**config.mk**
```make
export PLATFORM = sky130hd
export DESIGN_NAME = muldiv_unit
export DESIGN_NICKNAME = d
export VERILOG_FILES = /design/src/rtl/muldiv_pkg.sv /design/src/rtl/muldiv_sign_fix.sv /design/src/rtl/muldiv_unit.sv
export SDC_FILE = /design/constraint.sdc
export NUM_CORES = 1
export LEC_CHECK = 0
export ABC_AREA = 1
export BUFFER_PORTS_ARGS = -buffer_cell sky130_fd_sc_hd__buf_4
export CAP_MARGIN = 30
export CORE_UTILIZATION = 45
export CTS_CLUSTER_SIZE = 20
export DETAILED_ROUTE_END_ITERATION = 8
export GPL_ROUTABILITY_DRIVEN = 0
export SLEW_MARGIN = 20
export SYNTH_ARGS = -nofsm -noshare
export SYNTH_HDL_FRONTEND = slang
export SYNTH_SLANG_ARGS = --single-unit
```
**constraint.sdc**
```tcl
create_clock -name clk -period 3.4 [get_ports clk]
set_input_delay 0.68 -clock clk [delete_from_list [all_inputs] [get_ports clk]]
set_output_delay 0.68 -clock clk [all_outputs]
set_load 0.01 [all_outputs]
```
**src/rtl/muldiv_pkg.sv**
```systemverilog
// -----------------------------------------------------------------------------
// muldiv_pkg
// Shared types and op-decode helpers for the iterative RV32M multiply/divide
// unit (muldiv_unit) and its helpers.
//   muldiv_op_t    : 3-bit M-extension op encoding (funct3 order)
//   muldiv_state_t : control FSM states
//   OP_IS_DIV / OP_IS_REM / OP_IS_SIGNED_A / OP_IS_SIGNED_B : op decode
// -----------------------------------------------------------------------------
package muldiv_pkg;

    typedef enum logic [2:0] {
        OP_MUL    = 3'd0,
        OP_MULH   = 3'd1,
        OP_MULHSU = 3'd2,
        OP_MULHU  = 3'd3,
        OP_DIV    = 3'd4,
        OP_DIVU   = 3'd5,
        OP_REM    = 3'd6,
        OP_REMU   = 3'd7
    } muldiv_op_t;

    typedef enum logic [1:0] {
        ST_IDLE = 2'd0,
        ST_BUSY = 2'd1,
        ST_DONE = 2'd2
    } muldiv_state_t;

    // DIV/DIVU/REM/REMU all have the top bit set.
    function automatic logic OP_IS_DIV(input logic [2:0] o);
        return o[2];
    endfunction

    // REM/REMU return the remainder half of the accumulator.
    function automatic logic OP_IS_REM(input logic [2:0] o);
        return o[2] & o[1];
    endfunction

    // rs1 is treated as two's complement for MULH, MULHSU, DIV, REM.
    function automatic logic OP_IS_SIGNED_A(input logic [2:0] o);
        return (o == OP_MULH) || (o == OP_MULHSU) || (o == OP_DIV) || (o == OP_REM);
    endfunction

    // rs2 is treated as two's complement for MULH, DIV, REM.
    function automatic logic OP_IS_SIGNED_B(input logic [2:0] o);
        return (o == OP_MULH) || (o == OP_DIV) || (o == OP_REM);
    endfunction

endpackage

```
**src/rtl/muldiv_sign_fix.sv**
```systemverilog
// -----------------------------------------------------------------------------
// muldiv_sign_fix
// Combinational conditional two's-complement negate. Used both to turn signed
// operands into magnitudes and to re-apply the result sign.
//   value  [WIDTH-1:0] in  : input word
//   negate             in  : 1 = output -value, 0 = pass through
//   result [WIDTH-1:0] out : corrected word
// -----------------------------------------------------------------------------
module muldiv_sign_fix #(
    parameter int WIDTH = 32
) (
    input  logic [WIDTH-1:0] value,
    input  logic             negate,
    output logic [WIDTH-1:0] result
);

    // Invert-and-increment, driven by the same select so no mux is needed.
    assign result = (value ^ {WIDTH{negate}}) + {{(WIDTH-1){1'b0}}, negate};

endmodule

```
**src/rtl/muldiv_unit.sv**
```systemverilog
// -----------------------------------------------------------------------------
// muldiv_unit
// Iterative RV32M multiply/divide unit, one result bit per cycle. Multiply is
// shift-add, divide is restoring; both share one 2*WIDTH accumulator and the
// iteration counter. Divide-by-zero and signed overflow resolve in one cycle.
//
// Build option: define MULDIV_DIV_EN to include the divider. Without it,
// DIV/DIVU/REM/REMU complete in one cycle with out=0, div_by_zero=0.
//
// Ports:
//   clk, rst_n (async, active-low), flush (sync abort)
//   in_valid / in_ready    : op handshake (in_ready high only in IDLE)
//   op [2:0], dataA, dataB : M-ext op and rs1/rs2 operands
//   out_valid / out_ready  : result handshake (result held until accepted)
//   out, zero, div_by_zero : registered result and flags
// -----------------------------------------------------------------------------
module muldiv_unit
    import muldiv_pkg::*;
#(
    parameter int WIDTH = 32,
    parameter int CNT_W = $clog2(WIDTH + 1)
) (
    input  logic             clk,
    input  logic             rst_n,
    input  logic             flush,
    input  logic             in_valid,
    output logic             in_ready,
    input  logic [2:0]       op,
    input  logic [WIDTH-1:0] dataA,
    input  logic [WIDTH-1:0] dataB,
    output logic             out_valid,
    input  logic             out_ready,
    output logic [WIDTH-1:0] out,
    output logic             zero,
    output logic             div_by_zero
);

    muldiv_state_t      state_reg, state_next;
    logic [CNT_W-1:0]   cnt_reg, cnt_next;
    logic [2*WIDTH-1:0] acc_reg, acc_next;
    logic [WIDTH-1:0]   opnd_reg, opnd_next;    // multiplicand or divisor magnitude
    logic [2:0]         op_reg, op_next;
    logic               neg_reg, neg_next;      // result must be negated
    logic [WIDTH-1:0]   out_reg, out_next;
    logic               zero_reg, zero_next;
    logic               dbz_reg, dbz_next;

    // ---------------- operand preparation ----------------
    logic             sign_a, sign_b;
    logic [WIDTH-1:0] mag_a, mag_b;

    assign sign_a = OP_IS_SIGNED_A(op) & dataA[WIDTH-1];
    assign sign_b = OP_IS_SIGNED_B(op) & dataB[WIDTH-1];

    muldiv_sign_fix #(.WIDTH(WIDTH)) u_fix_a (.value(dataA), .negate(sign_a), .result(mag_a));
    muldiv_sign_fix #(.WIDTH(WIDTH)) u_fix_b (.value(dataB), .negate(sign_b), .result(mag_b));

    // ---------------- one-cycle special cases ----------------
    logic             is_special;
    logic [WIDTH-1:0] special_out;
    logic             special_dbz;
    logic             neg_in;

`ifdef MULDIV_DIV_EN
    localparam logic [WIDTH-1:0] MOST_NEG = {1'b1, {(WIDTH-1){1'b0}}};

    always_comb begin
        is_special  = 1'b0;
        special_out = '0;
        special_dbz = 1'b0;
        if (OP_IS_DIV(op)) begin
            if (dataB == '0) begin
                is_special  = 1'b1;
                special_dbz = 1'b1;
                special_out = OP_IS_REM(op) ? dataA : '1;
            end else if (OP_IS_SIGNED_B(op) && (dataA == MOST_NEG) && (dataB == '1)) begin
                is_special  = 1'b1;
                special_out = OP_IS_REM(op) ? '0 : dataA;
            end
        end
    end

    // Remainder follows the dividend; quotient and product follow sign XOR.
    assign neg_in = OP_IS_REM(op) ? sign_a : (sign_a ^ sign_b);
`else
    assign is_special  = OP_IS_DIV(op);
    assign special_out = '0;
    assign special_dbz = 1'b0;
    assign neg_in      = sign_a ^ sign_b;
`endif

    // ---------------- iteration step ----------------
    // Multiply: acc = {partial product, remaining multiplier bits}. Add the
    // multiplicand into the top half when the low bit is set, then shift right.
    logic [WIDTH:0]     mul_sum;
    logic [2*WIDTH-1:0] mul_step;
    logic [2*WIDTH-1:0] step;

    assign mul_sum  = {1'b0, acc_reg[2*WIDTH-1:WIDTH]} + {1'b0, opnd_reg};
    assign mul_step = acc_reg[0] ? {mul_sum, acc_reg[WIDTH-1:1]}
                                 : {1'b0, acc_reg[2*WIDTH-1:1]};

`ifdef MULDIV_DIV_EN
    // Divide: acc = {partial remainder, dividend/quotient}. Trial-subtract
    // the divisor from the shifted remainder (WIDTH+1 bits, so the borrow
    // shows up in the MSB) and shift in the quotient bit.
    logic [WIDTH:0]     div_diff;
    logic [2*WIDTH-1:0] div_step;

    assign div_diff = acc_reg[2*WIDTH-1:WIDTH-1] - {1'b0, opnd_reg};
    assign div_step = div_diff[WIDTH] ? {acc_reg[2*WIDTH-2:0], 1'b0}
                                      : {div_diff[WIDTH-1:0], acc_reg[WIDTH-2:0], 1'b1};
    assign step     = OP_IS_DIV(op_reg) ? div_step : mul_step;
`else
    assign step     = mul_step;
`endif

    // ---------------- result sign correction ----------------
    // Negation is applied to the full 2*WIDTH product so MULH* high halves
    // pick up the borrow from the low half correctly.
    logic [2*WIDTH-1:0] fix_in, fix_out;
    logic [WIDTH-1:0]   result;

    always_comb begin
        fix_in = step;
`ifdef MULDIV_DIV_EN
        if (OP_IS_DIV(op_reg)) begin
            fix_in = OP_IS_REM(op_reg) ? {{WIDTH{1'b0}}, step[2*WIDTH-1:WIDTH]}
                                       : {{WIDTH{1'b0}}, step[WIDTH-1:0]};
        end
`endif
    end

    muldiv_sign_fix #(.WIDTH(2*WIDTH)) u_fix_res (.value(fix_in), .negate(neg_reg), .result(fix_out));

    assign result = ((op_reg == OP_MUL) || OP_IS_DIV(op_reg)) ? fix_out[WIDTH-1:0]
                                                               : fix_out[2*WIDTH-1:WIDTH];

    // ---------------- control ----------------
    always_comb begin
        state_next = state_reg;
        cnt_next   = cnt_reg;
        acc_next   = acc_reg;
        opnd_next  = opnd_reg;
        op_next    = op_reg;
        neg_next   = neg_reg;
        out_next   = out_reg;
        zero_next  = zero_reg;
        dbz_next   = dbz_reg;

        if (flush) begin
            // Abort wins over everything, including a same-cycle handshake.
            state_next = ST_IDLE;
            cnt_next   = '0;
        end else begin
            unique case (state_reg)
                ST_IDLE: begin
                    if (in_valid) begin
                        op_next  = op;
                        neg_next = neg_in;
                        if (OP_IS_DIV(op)) begin
                            acc_next  = {{WIDTH{1'b0}}, mag_a};
                            opnd_next = mag_b;
                        end else begin
                            acc_next  = {{WIDTH{1'b0}}, mag_b};
                            opnd_next = mag_a;
                        end
                        if (is_special) begin
                            state_next = ST_DONE;
                            cnt_next   = '0;
                            out_next   = special_out;
                            zero_next  = (special_out == '0);
                            dbz_next   = special_dbz;
                        end else begin
                            state_next = ST_BUSY;
                            cnt_next   = CNT_W'(WIDTH);
                        end
                    end
                end
                ST_BUSY: begin
                    acc_next = step;
                    cnt_next = cnt_reg - CNT_W'(1);
                    if (cnt_reg == CNT_W'(1)) begin
                        state_next = ST_DONE;
                        out_next   = result;
                        zero_next  = (result == '0);
                        dbz_next   = 1'b0;
                    end
                end
                ST_DONE: begin
                    if (out_ready) begin
                        state_next = ST_IDLE;
                    end
                end
                default: state_next = ST_IDLE;
            endcase
        end
    end

    always_ff @(posedge clk or negedge rst_n) begin
        if (!rst_n) begin
            state_reg <= ST_IDLE;
            cnt_reg   <= '0;
            acc_reg   <= '0;
            opnd_reg  <= '0;
            op_reg    <= '0;
            neg_reg   <= 1'b0;
            out_reg   <= '0;
            zero_reg  <= 1'b1;
            dbz_reg   <= 1'b0;
        end else begin
            state_reg <= state_next;
            cnt_reg   <= cnt_next;
            acc_reg   <= acc_next;
            opnd_reg  <= opnd_next;
            op_reg    <= op_next;
            neg_reg   <= neg_next;
            out_reg   <= out_next;
            zero_reg  <= zero_next;
            dbz_reg   <= dbz_next;
        end
    end

    assign in_ready    = (state_reg == ST_IDLE);
    assign out_valid   = (state_reg == ST_DONE);
    assign out         = out_reg;
    assign zero        = zero_reg;
    assign div_by_zero = dbz_reg;

endmodule
```
==> summary.md, run 1 <==
| Metric | Value |
|---|---|
| Worst reg2reg path startpoint | opnd_reg[0] |
| Cts-stage hold buffer count | 0 |
| Via density | around 5.4 |
| R2R Path End | zero |
| Setup Skew | ~0.016 ns |
| Failing checks | DRC |
| CP dominant cell by count | nand2_1 |
| Reg2Reg Setup Slack | 0.007 ns |
| Worst skew pair latency | 0.46 ns |
| Fin crit share | 0.998 |
| Syn Area/Cell | between 6 and 7 um2 |
| TNS Setup | 0 ns |
| Async S/R FF share, synth | 1.00 |
| CP Launch Type | flop |
| DRC | 2 |
| Worst Slack Setup Final | 0.00711 ns |
| Crit path capture type | flop |
| Worst-Margin Slew | slightly above 0.7 ns |
| Vias | roughly 18000 |
| CP peak stage delay | roughly 0.54 ns |
| Post-synth EDFFs | 0 |
| Finished Cell Area | just under 0.02 mm2 |
| Layout cells sized above 1 | 0.261 |
| Iteration-0 DRC Markers | between 1000 and 1500 |
| Finished Layout Cells | between 3000 and 4000 |
| Crit-path cells | ha_2 -> inv_2 -> fa_2 -> nand2_2 -> o21ai_4 -> xor2_2 -> inv_2 -> nor2_2 -> nand2_2 -> nor2_4 -> inv_2 -> nor2_4 -> nand3b_1 -> nor2_4 -> nand2_1 -> nand2_1 -> nand3_2 -> nand2_2 -> nand2_1 -> nor2_1 -> nand2_1 -> nor2_1 -> nand3_1 -> a21oi_2 |
| Post-synthesis cell area | between 0.015 and 0.02 mm2 |
| Die height | 187 um |
| CTS root buf | clkbuf_16 |
| Maxcap violations | 0 |
| Status | finished with violations |
| Antenna diodes | 0 |
| Hpwl dp | between 40000 and 50000 um |
| CP max-delay cell | fa_2 |
| Setup Crit Path Kind | reg -> reg |
| Worst vdd ir | between 0.4 and 0.5 mV |
| First-pass GRT wire length | between 80000 and 90000 um |
| Met3 Usage GRT | 0.0406 |
| Fin. Hold Viols | 0 |
| Worst-path fanout max | 3 |
| Drt total wl | 57300 um |
| Met2 global-route usage | 0.531 |
| Filler instances | between 3000 and 4000 |
| Largest register FFs | 64 |
| Max-slew violation count | 0 |
| Core Box Area | between 0.03 and 0.04 mm2 |
| Initial Util | 0.458 |
| Critical Path Start | opnd_reg[0] |
| Nets | just under 3000 |
| Leakage | about 10 nW |
| Predominant post-synthesis flop cell | dfrtp_1 |
| Grt ovf | 0 |
| Initial antenna violation count | 0 |
| Crit-path leading delay family | simple AND/OR/NAND/NOR gates |
| Yosys cell types | 58 |
| Register area | about 0.0035 mm2 |
| IO buf count | roughly 110 |
| YS warnings | 0 |
| Reg clk slew, reported paths | 0.07 ns |
| Drt wl/cell | roughly 18 um |
| Sequential area share after synthesis | 0.230 |
| Htree depth | 4 |
| CTS tree | built |
| Largest net degree at the start of global routing | 81 |
| Std-Cell Rows | 67 |
| Die Footprint | between 0.03 and 0.04 mm2 |
| Most used routing layer | met2 |
| WP data required | 3.78 ns |
| Place WS | -0.139 ns |
| Vias in the first global route | between 15000 and 20000 |
| Area growth, synth to finish | 29.0% |
| Hold Crit Class | in -> async |
| Final min period | approximately 3.4 ns |
| Seq cells post-synth | approximately 140 |
| Max Freq | around 290 MHz |
| Drt pass-1 iters | 7 |
| RSZ-0062 raised after global routing | yes |
| Post-route ant nets | 0 |
| Reg2Reg Depth | 24 |
| Synthesized Nets | between 2000 and 3000 |
| Clock Path Buffers | 2 |
| Placed cell count | roughly 3200 |
| Cells after Synth | 2484 |
| Max-Slew Margin vs Limit | 0.524 |
| Met1 Usage GRT | 0.412 |
| TritonCTS buffer count | 17 |
| Area of the multi-input gates | 0.0111 mm2 |
| Post-DP Area | around 0.018 mm2 |
| Final setup violation count | 0 |
| Crit path arrival time | approximately 3.8 ns |
| Buf/Inv on CP | 3 |
| # clock sinks | roughly 140 |
| Tot GR Track Use | 0.321 |
| Die Span X | 187 um |
| Cell Pwr Density | 701 mW/mm2 |
| # IOs | about 110 |
-- cells in the final DEF (no fill, tap or decap), drive strengths merged, types with 20 or more instances in the layout --
cell type | Yosys | routed
dfrtp | 140 | 140
xor2 | 83 | 83
nor2 | 271 | 271
o21ai | 87 | 87
nor3 | 29 | 29
nand4 | 45 | 45
clkbuf | 43 | 20
xnor2 | 59 | 59
nand3 | 325 | 325
buf | 33 | 355
o22ai | 26 | 26
ha | 38 | 38
inv | 325 | 326
a21oi | 73 | 73
nand2 | 804 | 804
-- cells by family after synthesis --
group                      share of synthesized area
AOI/OAI and AO/OA                              0.100
xor gates and xnor gates                      0.0910
adders and majority gates                     0.0323
buffers and inverters                          0.108
DFF                                            0.230
other                                       0.000244
and+or+nand+nor                                0.438
-- layer usage --
| metal | vias up | share of wire |
|---|---|---|
| li1 | 8584 | - |
| met1 | 8271 | 0.42 |
| met2 | 680 | 0.46 |
| met3 | 129 | 0.066 |
| met4 | 0 | 0.050 |
| met5 | - | 0 |
-- synth_stat cells (9+ instances only) --
master,instances,area share
a21oi_1,73,0.024
a22o_1,18,0.010
a31oi_1,12,0.0049
buf_1,11,0.0027
buf_2,9,0.0029
clkbuf_1,43,0.011
dfrtp_1,140,0.23
ha_1,38,0.031
inv_1,311,0.076
inv_2,13,0.0032
nand2_1,785,0.19
nand2_2,17,0.0069
nand3_1,311,0.10
nand3_2,13,0.0085
nand4_1,38,0.015
nor2_1,225,0.055
nor2_2,28,0.011
nor2_4,16,0.012
nor3_1,20,0.0065
o21ai_0,81,0.026
o221ai_1,9,0.0051
o22ai_1,26,0.011
xnor2_1,48,0.027
xnor2_2,11,0.012
xor2_1,75,0.043
-- report_power, final --
| group | switching, mW | leakage, nW | internal [mW] |
|---|---|---|---|
| clock | 0.818 | 0.292 | 1.24 |
| sequential | 0.493 | 1.79 | 2.04 |
| combinational | 5.73 | 7.68 | 3.56 |
| total | 7.04 | 9.77 | 6.85 |
-- worst max-delay path by stage --
stage,endpoint,slack (ns),depth (start not counted)
after floorplan,acc_reg[24],0.002,21
after global placement,zero,-0.11,23
after detailed placement,zero,-0.14,25
after CTS,zero,0.002,27
after global routing,zero,-0.29,25
final,zero,0.007,24
-- area by class of cell --
class	count	area share
clock buffer	20	0.0226
clock inverter	11	0.00840
inverter	331	0.0629
multi-input combinational	1936	0.562
sequential	141	0.179
tap	448	0.0283
timing repair buffer	355	0.137
-- metrics by stage --
step            util  hold slack [ns]  total power [mW]
6_report       0.590            0.197              13.9
5_1_grt        0.590            0.251              14.8
4_1_cts        0.565            0.222              13.0
3_5_place_dp   0.541            0.467              10.8
3_3_place_gp   0.541            0.463              10.7
2_1_floorplan      -            0.384              7.29
-- worst reg2reg max path: stages, from the launching register on --
cell and delay (ns):
dfrtp_1 0.36, ha_2 0.20, inv_2 0.04, fa_2 0.54, nand2_2 0.08, o21ai_4 0.10
xor2_2 0.19, inv_2 0.08, nor2_2 0.12, nand2_2 0.07, nor2_4 0.12, inv_2 0.08
nor2_4 0.09, nand3b_1 0.18, nor2_4 0.21, nand2_1 0.07, nand2_1 0.08, nand3_2 0.11
nand2_2 0.11, nand2_1 0.05, nor2_1 0.10, nand2_1 0.06, nor2_1 0.08, nand3_1 0.08
a21oi_2 0.12
-- repair_timing --
action                     4_1_cts  5_1_grt
setup endpoints to repair        6       19
pin swaps                       11       39
gates resized for setup         46      203
setup buffers                    2       12
Power figures use the tool's default switching activity.
==> run 2, diff against run 1 <==
ABC_AREA = unset   (was 1)
PLACE_DENSITY = 0.71   (was unset)
==> run 2 against run 1 <==
  * Clock-buffer cell count shrank 3
  * Die area shrank 9.4%
  * Fmax shrank 25%
  * The run ends with setup timing left
  * Via count shrank 1.6%
  * Synthesized area shrank 9.5%
  * Highest routed layer unchanged
==> summary.md, run 2 <==
| Metric | Value |
|---|---|
| Status | finished with violations |
| Failing checks | setup timing |
| Top cells by area, synth | dfrtp_1, nand2_1, xnor2_1 |
| Max-slew violation count | 0 |
| Synth Area in Compound Gates | 0.268 |
| Syn Area/Cell | around 7.5 um2 |
| Drt total wl | 58300 um |
| Cell Pwr Density | 620 mW/mm2 |
| Cells after Synth | 1859 |
| Post-DP Area | ~0.019 mm2 |
| Synthesized Nets | 1970 |
| CP Launch Type | flop |
| Yosys cell types | about 100 |
| Hpwl dp | 42200 um |
| Worst vdd ir | around 0.46 mV |
| WP data required | 3.77 ns |
| TritonCTS buffer count | 17 |
| Area growth, synth to finish | 47.5% |
| Reg clk slew, reported paths | roughly 0.080 ns |
| First-pass GRT wire length | around 88000 um |
| Die height | about 180 um |
| Antenna diodes | 0 |
| Worst-Margin Slew | ~0.92 ns |
| Drt pass-1 iters | 9 |
| Critical Path Start | opnd_reg[3] |
| Predominant post-synthesis flop cell | dfrtp_1 |
| Most common cell after layout, fill and taps aside | buf_4 |
| CTS root buf | clkbuf_16 |
| Simple-gate share of the synthesized area | 0.258 |
| Die Span X | between 150 and 200 um |
| # clock sinks | 141 |
| Multiplexer share of the synthesized area | 0.0426 |
| Initial antenna violation count | 0 |
| Seq cells post-synth | around 140 |
| Std-Cell Rows | 63 |
| R2R Path End | zero |
| Fin crit share | 1.33 |
| Crit path arrival time | 4.90 ns |
| RSZ-0062 raised after global routing | yes |
| Most frequent cells in the layout | buf_4, nand2_1, nor2_1, o21ai_0, dfrtp_1 |
| Max-Slew Margin vs Limit | 0.383 |
| # IOs | 108 |
| Worst setup path end | zero |
| Post-route ant nets | 0 |
| Core Box Area | 0.0300 mm2 |
| Main combinational cell family by area after synthesis | compound AO/OA/AOI/OAI gates |
| Worst-path fanout max | 4 |
| Maxcap violations | 0 |
| Fin. Hold Viols | 0 |
| Die Footprint | roughly 0.032 mm2 |
| Layout cells sized above 1 | 0.373 |
| Post-Synth XOR/XNOR Area | 0.0983 |
| TNS Setup | -14.79 ns |
| Final setup violation count | 25 |
| Nets | 2490 |
| Htree depth | 4 |
| Setup Skew | 0.0228 ns |
| Area share of the largest cell type after synthesis | 0.252 |
| Max Freq | approximately 220 MHz |
| Vias in the first global route | about 17000 |
| IO buf count | roughly 110 |
| Total power | 12.7 mW |
| Crit path capture type | flop |
| Cts-stage hold buffer count | 0 |
| Setup Crit Path Kind | reg -> reg |
| Largest register FFs | between 60 and 70 |
| Worst reg2reg path startpoint | opnd_reg[3] |
| Top cells by count, synth | nand2_1, o21ai_0, nor2_1 |
| Iteration-0 DRC Markers | 2062 |
| Vias | between 15000 and 20000 |
| Post-synth EDFFs | 0 |
| Finished Cell Area | around 0.02 mm2 |
| Clock Path Buffers | 2 |
| Via density | around 6.3 |
| Drt wl/cell | 21.0 um |
| CTS tree | built |
| Reg2Reg Depth | 19 |
| DRC | 0 |
| Post-synthesis cell area | ~0.014 mm2 |
| Area share of fa/ha/maj cells after synthesis | 0.0356 |
| Initial Util | 0.463 |
| Hold Crit Class | in -> async |
| Final min period | ~4.5 ns |
| Top-count cell post-synth | nand2_1 |
| Leakage | about 9 nW |
| Worst skew pair latency | 0.45 ns |
| Grt ovf | 0 |
| Sequential area share after synthesis | 0.254 |
| Tot GR Track Use | 0.359 |
| Reg2Reg Setup Slack | -1.12 ns |
| Async S/R FF share, synth | 1.00 |
| Area leader, netlist | dfrtp_1 |
| YS warnings | 0 |
| Largest net degree at the start of global routing | 91 |
| Worst Slack Setup Final | -1.12 ns |
-- run 2: cell types whose count changed in the layout (fill, tap and decap cells not counted), sizes merged, moves of 22 or more --
cell and change:
nor2 -122, nand2 -512, a21oi +52, buf +263, xor2 -42, o21ai +118
inv -287, nand3 -290, mux2i +43, nand2b +25, or3 +22, a211oi +25
xnor2 +56
-- run 2: per-stage QoR --
step | instances | worst slack, ns | utilization | hold slack (ns)
after global placement | 2717 | -0.780 | 0.621 | 0.459
final | 2782 | -1.12 | 0.683 | 0.202
after CTS | 2768 | -0.838 | 0.661 | 0.240
after global routing | 2782 | -1.30 | 0.683 | 0.258
after detailed placement | 2717 | -0.892 | 0.621 | 0.465
after floorplan | 1859 | -0.988 | - | 0.384
-- run 2: how the worst min path moves through the flow --
stage	to	depth (start not counted)	slack (ns)	from
3_5_place_dp	op_reg[0]	2	0.46	op_reg[0]
3_3_place_gp	opnd_reg[8]	2	0.46	opnd_reg[8]
5_1_grt	acc_reg[48]	1	0.26	rst_n
6_report	acc_reg[48]	1	0.20	rst_n
2_1_floorplan	acc_reg[0]	0	0.38	rst_n
4_1_cts	acc_reg[48]	1	0.24	rst_n
-- run 2: cell type report --
class | count | area (um2)
Fill cell | 2251 | 9530
Clock buffer | 17 | 425
Timing Repair Buffer | 618 | 4760
Sequential cell | 141 | 3540
Multi-Input combinational cell | 1570 | 11000
Clock inverter | 15 | 215
Inverter | 31 | 116
Tap cell | 390 | 488
-- run 2: power breakdown --
group | internal [mW] | switching (mW) | leakage (nW) | total, mW
clock network | 1.20 | 0.927 | 0.315 | 2.13
registers | 1.99 | 0.371 | 1.83 | 2.36
logic | 3.87 | 4.36 | 6.92 | 8.23
-- run 2: cell families after synthesis --
kind of cell | Yosys count
buffers and inverters | 149
xor gates and xnor gates | 156
other | 1
DFF | 141
AOI/OAI and AO/OA | 581
and+or+nand+nor | 736
adders and majority gates | 39
muxes | 56
-- run 2: per-layer routing --
layer / vias up / GRT usage / share of wire
met1: 8189 / 0.424 / 0.37
li1: 7809 / - / -
met5: - / 0 / 0
met3: 310 / 0.0636 / 0.097
met2: 1081 / 0.596 / 0.47
met4: 0 / 0.241 / 0.069
-- run 2: worst max-delay path, stage by stage (launching register included) --
cell	delay [ns]
dfrtp_2	0.45
ha_4	0.20
buf_4	0.14
nor2_2	0.17
buf_4	0.16
a21bo_4	0.16
a21boi_4	0.07
buf_4	0.15
o41a_1	0.45
a21oi_1	0.22
mux2i_1	0.11
buf_4	0.20
a2111oi_4	0.43
mux2i_1	0.17
xnor2_1	0.48
nand2b_4	0.24
a21boi_1	0.08
and4_1	0.19
and4b_1	0.20
a41o_1	0.17
-- run 2: what timing repair did --
action,in CTS,in global routing
gates cloned,1,0
pin swaps,60,64
setup endpoints to repair,32,41
setup buffers,21,16
gates resized for setup,96,123
